**config.mk**
```make
export PLATFORM = sky130hd
export DESIGN_NAME = jk_up_down_counter_n
export DESIGN_NICKNAME = d
export VERILOG_FILES = /design/src/rtl/jk_up_down_counter_n.sv
export SDC_FILE = /design/constraint.sdc
export NUM_CORES = 1
export LEC_CHECK = 0
export ABC_AREA = 1
export BUFFER_PORTS_ARGS = -buffer_cell sky130_fd_sc_hd__buf_2
export CORE_MARGIN = 2
export CORE_UTILIZATION = 41
export CTS_CLUSTER_DIAMETER = 120
export DETAILED_ROUTE_END_ITERATION = 10
export PLACE_DENSITY = 0.66
export SETUP_SLACK_MARGIN = 0.1
export SKIP_CTS_REPAIR_TIMING = 1
export SLEW_MARGIN = 20
export SYNTH_ARGS = -nofsm -noshare
export SYNTH_HDL_FRONTEND = slang
export SYNTH_SLANG_ARGS = --single-unit
```
**constraint.sdc**
```tcl
create_clock -name clockPulse -period 2.5 [get_ports clockPulse]
set_input_delay 0.25 -clock clockPulse [delete_from_list [all_inputs] [get_ports clockPulse]]
set_output_delay 0.25 -clock clockPulse [all_outputs]
set_load 0.01 [all_outputs]
```
**src/rtl/jk_up_down_counter_n.sv**
```systemverilog
`default_nettype none
//==============================================================================
// Module   : jk_up_down_counter_n
// Function : Modulo-MODULUS up/down counter with IDLE/RUN/HALT control,
//            wrap or one-shot terminal behaviour and synchronous load.
// Options  : define JK_COUNTER_CAPTURE_EN to add the capture/capturedValue port.
// Revision : 1.0 - initial release
//==============================================================================
module jk_up_down_counter_n #(
   parameter int WIDTH   = 5,
   parameter int MODULUS = 32
) (
   input  logic             clockPulse,
   input  logic             reset,
   input  logic             enable,
   input  logic             upDown,
   input  logic             oneShot,
   input  logic             start,
   input  logic             load,
   input  logic [WIDTH-1:0] loadValue,
`ifdef JK_COUNTER_CAPTURE_EN
   input  logic             capture,
   output logic [WIDTH-1:0] capturedValue,
`endif
   output logic [WIDTH-1:0] Result,
   output logic             terminalCount,
   output logic             wrapPulse,
   output logic             busy,
   output logic             done
);

   localparam logic [1:0]       c_stIdle = 2'd0;
   localparam logic [1:0]       c_stRun  = 2'd1;
   localparam logic [1:0]       c_stHalt = 2'd2;
   localparam logic [WIDTH-1:0] c_maxVal = WIDTH'(MODULUS - 1);

   logic [1:0]       r_state;
   logic [1:0]       w_nextState;
   logic [WIDTH-1:0] r_result;
   logic [WIDTH-1:0] w_nextResult;
   logic [WIDTH-1:0] w_terminal;
   logic [WIDTH-1:0] w_clampedLoad;
   logic             r_wrapPulse;
   logic             r_busy;
   logic             r_done;
   logic             w_wrap;
   logic             w_busyNext;
   logic             w_doneNext;
   logic             w_atTerminal;
   logic             w_countStep;

   assign w_terminal    = upDown ? c_maxVal : '0;
   assign w_atTerminal  = (r_result == w_terminal);
   // A load pre-empts the count step but not the start-driven state change.
   assign w_countStep   = !load && enable && (r_state == c_stRun);
   assign w_clampedLoad = ({{(32-WIDTH){1'b0}}, loadValue} >= 32'(MODULUS)) ? c_maxVal : loadValue;

   always_ff @(posedge clockPulse) begin
      if (reset) begin
         r_state     <= c_stIdle;
         r_result    <= '0;
         r_wrapPulse <= 1'b0;
         r_busy      <= 1'b0;
         r_done      <= 1'b0;
      end else begin
         r_state     <= w_nextState;
         r_result    <= w_nextResult;
         r_wrapPulse <= w_wrap;
         r_busy      <= w_busyNext;
         r_done      <= w_doneNext;
      end
   end

   always_comb begin
      w_nextState = r_state;
      case (r_state)
         c_stIdle: if (start) w_nextState = c_stRun;
         c_stRun:  if (w_countStep && w_atTerminal && oneShot) w_nextState = c_stHalt;
         c_stHalt: if (start) w_nextState = c_stRun;
         default:  w_nextState = c_stIdle;
      endcase
   end

   always_comb begin
      w_busyNext = (w_nextState == c_stRun);
      w_doneNext = (w_nextState == c_stHalt);
   end

   always_comb begin
      w_nextResult = r_result;
      w_wrap       = 1'b0;
      if (load) begin
         w_nextResult = w_clampedLoad;
      end else if ((r_state == c_stHalt) && start) begin
         w_nextResult = upDown ? '0 : c_maxVal;
      end else if (w_countStep) begin
         if (w_atTerminal) begin
            if (!oneShot) begin
               w_nextResult = upDown ? '0 : c_maxVal;
               w_wrap       = 1'b1;
            end
         end else if (upDown) begin
            w_nextResult = r_result + WIDTH'(1);
         end else begin
            w_nextResult = r_result - WIDTH'(1);
         end
      end
   end

`ifdef JK_COUNTER_CAPTURE_EN
   logic [WIDTH-1:0] r_captured;

   always_ff @(posedge clockPulse) begin
      if (reset) begin
         r_captured <= '0;
      end else if (capture) begin
         r_captured <= r_result;
      end
   end

   assign capturedValue = r_captured;
`endif

   assign Result        = r_result;
   assign terminalCount = w_atTerminal;
   assign wrapPulse     = r_wrapPulse;
   assign busy          = r_busy;
   assign done          = r_done;

endmodule
`default_nettype wire

```
Word level (Yosys, flattened, before mapping)
Index checks and enable logic that the tools add are counted.
- reduce and logical (&&, ||, !) cells: 11
- muxes and demuxes: 12
- eq/ne operators: 6
- bitwise gates (word level): 2
- add/subtract/negate cells: 2
- operators with widths (kind ; number):
    5-bit two-way mux ; 8
    5-bit by 1-bit adder with 5-bit output (second input constant) ; 1
    5-bit equality test ; 1
    1-bit logical AND ; 5
    5-bit OR reduction ; 1
    5-bit by 1-bit subtractor with 5-bit output (second input constant) ; 1
    2-bit by 1-bit equality test with 1-bit output (second input constant) ; 2
    2-bit equality test (second input constant) ; 2
    2-bit two-way mux ; 2
    4-bit by 3-bit inequality test with 1-bit output (second input constant) ; 1
    2-bit case mux with 2 select lines ; 1
    3-bit nonzero test ; 1
    2-bit logical NOT ; 1
    1-bit NOT ; 2
    2-bit AND reduction ; 1
    2-bit OR reduction ; 1
    1-bit logical NOT ; 1
    1-bit two-way mux ; 1
- register bits: 10
- input bits: 12
- output and inout port bits: 9

Depth between registers and ports, before layout
- depth after elaboration: 8
- mapped depth: 14
- depth with buffers taken out: 14

Worst setup path before layout
OpenSTA, ideal clock, no wires.
- path type: register to register
- from: reg r_result[0] (netlist: Result[0])
- to: reg r_result[4] (netlist: Result[4])
- cell stages (with the launch flop): 15
- arrival: 1.475 ns
- path slack: 0.894 ns
- data required time: 2.368 ns
- path through: dfxtp_1 -> inv_2 -> fa_1 -> inv_1 -> nand2_1 -> nand2_1 -> nand2_1 -> nand2_1 -> nand2_1 -> inv_1 -> nand2_1 -> nand2_1 -> nand2_1 -> nand2_1 -> a21oi_2
- word-level cells in the longest chain between the ends: 6
- ends and longest elaborated chain (item ; line ; RTL):
    start, declared ; 39 ; logic [WIDTH-1:0] r_result;
    start signal, assigned ; 67 ; r_result <= w_nextResult;
    5-bit by 1-bit subtractor with 5-bit output / 5-bit by 1-bit adder with 5-bit output (equally long branches) ; 105, 103 ;
    5-bit two-way mux ; 102 ; end else if (upDown) begin
    5-bit two-way mux ; 97 ; if (w_atTerminal) begin
    5-bit two-way mux ; 96 ; end else if (w_countStep) begin
    5-bit two-way mux ; 94 ; end else if ((r_state == c_stHalt) && start) begin
    5-bit two-way mux ; 92 ; if (load) begin
Several ways; a longest one is shown, not always the timed one. The select of a mux whose other input is x is not followed.
A chain may end at the register's enable or synchronous reset.

Final worst setup path
Ends and elaborated chain as after synthesis.

==> results.toml <==
[worst_setup_path]
worst_path_largest_cell_delay_ps = 450
crit_required_ps = 2650
path_cells = "inv_2 > fa_1 > inv_1 > nand2_1 > nand2_1 > nand2_1 > nand2_1 > nand2_1 > inv_1 > nand2_1 > nand2_1 > nand2_1 > nand2_1 > a21oi_2"
cp_top_family = "simple AND/OR/NAND/NOR gates"
cp.arrival_ps = 1900
worstSetupEndpointType = "register"
r2r-start = "Result[0]"
worst_setup_path_start_kind = "register"
cp_num_buf_inv = 3
cp_slowest_cell = "fa_1"
path_common_cell = "nand2_1"
cp_max_fo = 5
critPathLaunch = "Result[0]"
worstSetupPathType = "reg -> reg"

[die]
ios = 21
start_util_pct = 42.2
coreArea_sq_um = 1690
die_w_um = 45.7
die_h_um = 45.7
die_area_sq_um = 2090
rows = 15

[sta]
fin_crit_ps = 1750
finalMaxSlewViolations = 0
max_slew_margin_pct = 86.3
finalSetupTns_ps = 0
rsz0062_at_grt = "no"
post-route-period-util_pct = 70.0
timing.final.hold_violations = 0
worstMarginPinSlew_ps = 206
fmax_mhz = 571
setup_viol = 0
finClkSkew_ps = 0.558

[clocking]
cts_htree_levels = 1
root_buffer = "clkbuf_4"
cts.sinks = 10
clock_path_buffers = 2
path_clk_slew_ps = 70
insertion_delay_ps = 260
cts_buffers = 3
cts_tree = "yes"

[power]
power_density_nw_per_um2 = 558
combPwrFrac_pct = 32.0
power_uw = 484
clkPwrFrac_pct = 30.4
netSwitchingFraction_pct = 33.5
p_leak_nw = 0.472
peakVddDrop_mv = 0.334
power.switching_uw = 162
p_int_uw = 321
seqPwrFrac_pct = 37.6

[logic_synthesis]
ys_seq_elements = 10
synth_top_area_share_pct = 28.1
syn-num-nets = 124
synthCells = 108
synthTopCellsByArea = "dfxtp_1 (28%), nand2_1 (18%), nand3_1 (6.3%)"
yosysWarningCount = 0
synth_top_area_cell = "dfxtp_1"
synth_area_sq_um = 713
ys_types = 22
ys_seq_area_share_pct = 28.1
syn_avg_cell_area_sq_um = 6.60

[grt]
grt_usage_pct = 17.4
grt.overflow.total = 0
grt_pass1_wl_mm = 2.58
grt_antenna_before_repair = 0
grt_pass1_vias = 636
grt_max_degree = 11

[flow_run]
drv_cap = 0

[hold_path]
min_from = "loadValue[1]"
hold_class = "in -> reg"

[detailed_routing]
vias_per_cell = 5.07
drt_first_iter_violations = 28
final_antenna_net_count = 0
dr.pass1.iters = 4
drt-wirelength-per-cell_um = 10.9
via_count = 751
wirelength_mm = 1.61
drc_errors = 0

[place]
dpl.hpwl_mm = 1.29
portBuffers = 20
gp_congestion = 0.888
dp.cells = 144

[run_status]
status = "complete, no violations"

[final_layout]
stdcell_count = 148
antennaDiodeCount = 0
layout_commonest_cell = "nand2_1"
nets = 148
final_layout_size_suffix_gt1_share_pct = 28.2
final_cell_mix = "nand2_1 (34), buf_2 (20), inv_1 (12)"
area_delta_synth_final_pct = 21.6
fillers = 193
## path summary, 6_finish.rpt
check	to	slack, ps	cells past startpoint
max	Result[4]	750	14
min	Result[1]	270	3
max reg2reg	Result[4]	750	14
min reg2reg	Result[3]	520	2
## registers in the layout, summed over array words and instances, names as in the netlist
| name | flops |
|---|---|
| busy | 1 |
| r_state | 2 |
| Result | 5 |
| wrapPulse | 1 |
| done | 1 |
## power by group through the flow
stage / clock network, mW / registers [mW] / logic [mW]
after floorplan: 0 / 0.187 / 0.108
after global placement: 0 / 0.185 / 0.153
after detailed placement: 0 / 0.185 / 0.154
after CTS: 0.152 / 0.182 / 0.156
after global routing: 0.159 / 0.183 / 0.175
final: 0.147 / 0.182 / 0.155
## kinds of logic after synthesis
group	count (synthesis)	share of synthesized area, %
xor gates and xnor gates	1	1.23
buffers and inverters	15	7.89
DFF	10	28.1
adders and majority gates	4	8.07
AOI/OAI and AO/OA	14	13.2
and+or+nand+nor	64	41.6
## tightest hold or removal path, stage by stage
cell and delay [ps]:
buf_2 70, a21oi_1 50, a21oi_1 110
## metrics by stage
stage	worst slack, ps	utilization (%)	area (sq um)	hold WS, ps
2_1_floorplan	894	-	713	419
3_3_place_gp	763	49.2	831	514
3_5_place_dp	695	49.2	831	512
4_1_cts	747	51.3	867	262
5_1_grt	592	51.3	867	263
6_report	750	51.3	867	265
## area by class of cell
class,count,area (sq um),area share [%]
Multi-Input combinational cell,83,457,52.7
Inverter,14,52.6,6.06
Tap cell,17,21.3,2.45
Clock buffer,4,36.3,4.18
Sequential cell,10,200,23.1
Timing Repair Buffer,20,100,11.5
## synthesized netlist by cell type, drive strengths merged
cell type   n
fa          1
nand3b      2
dfxtp      10
nand2      36
nor2       13
or2         1
inv        14
nand4       1
nand3      11
a211oi      1
ha          3
o211ai      2
clkbuf      1
xnor2       1
a21oi      11
## metal layers
layer | GRT usage, % | wire (um) | share of wire [%] | vias to the layer above
met5 | 0 | 0 | 0 | -
met4 | 8.57 | 15 | 0.93 | 0
met3 | 4.76 | 40 | 2.5 | 2
met2 | 29.9 | 809 | 50 | 10
met1 | 19.7 | 746 | 46 | 346
li1 | - | - | - | 393
Note: power is estimated with default switching activity, not from simulation.
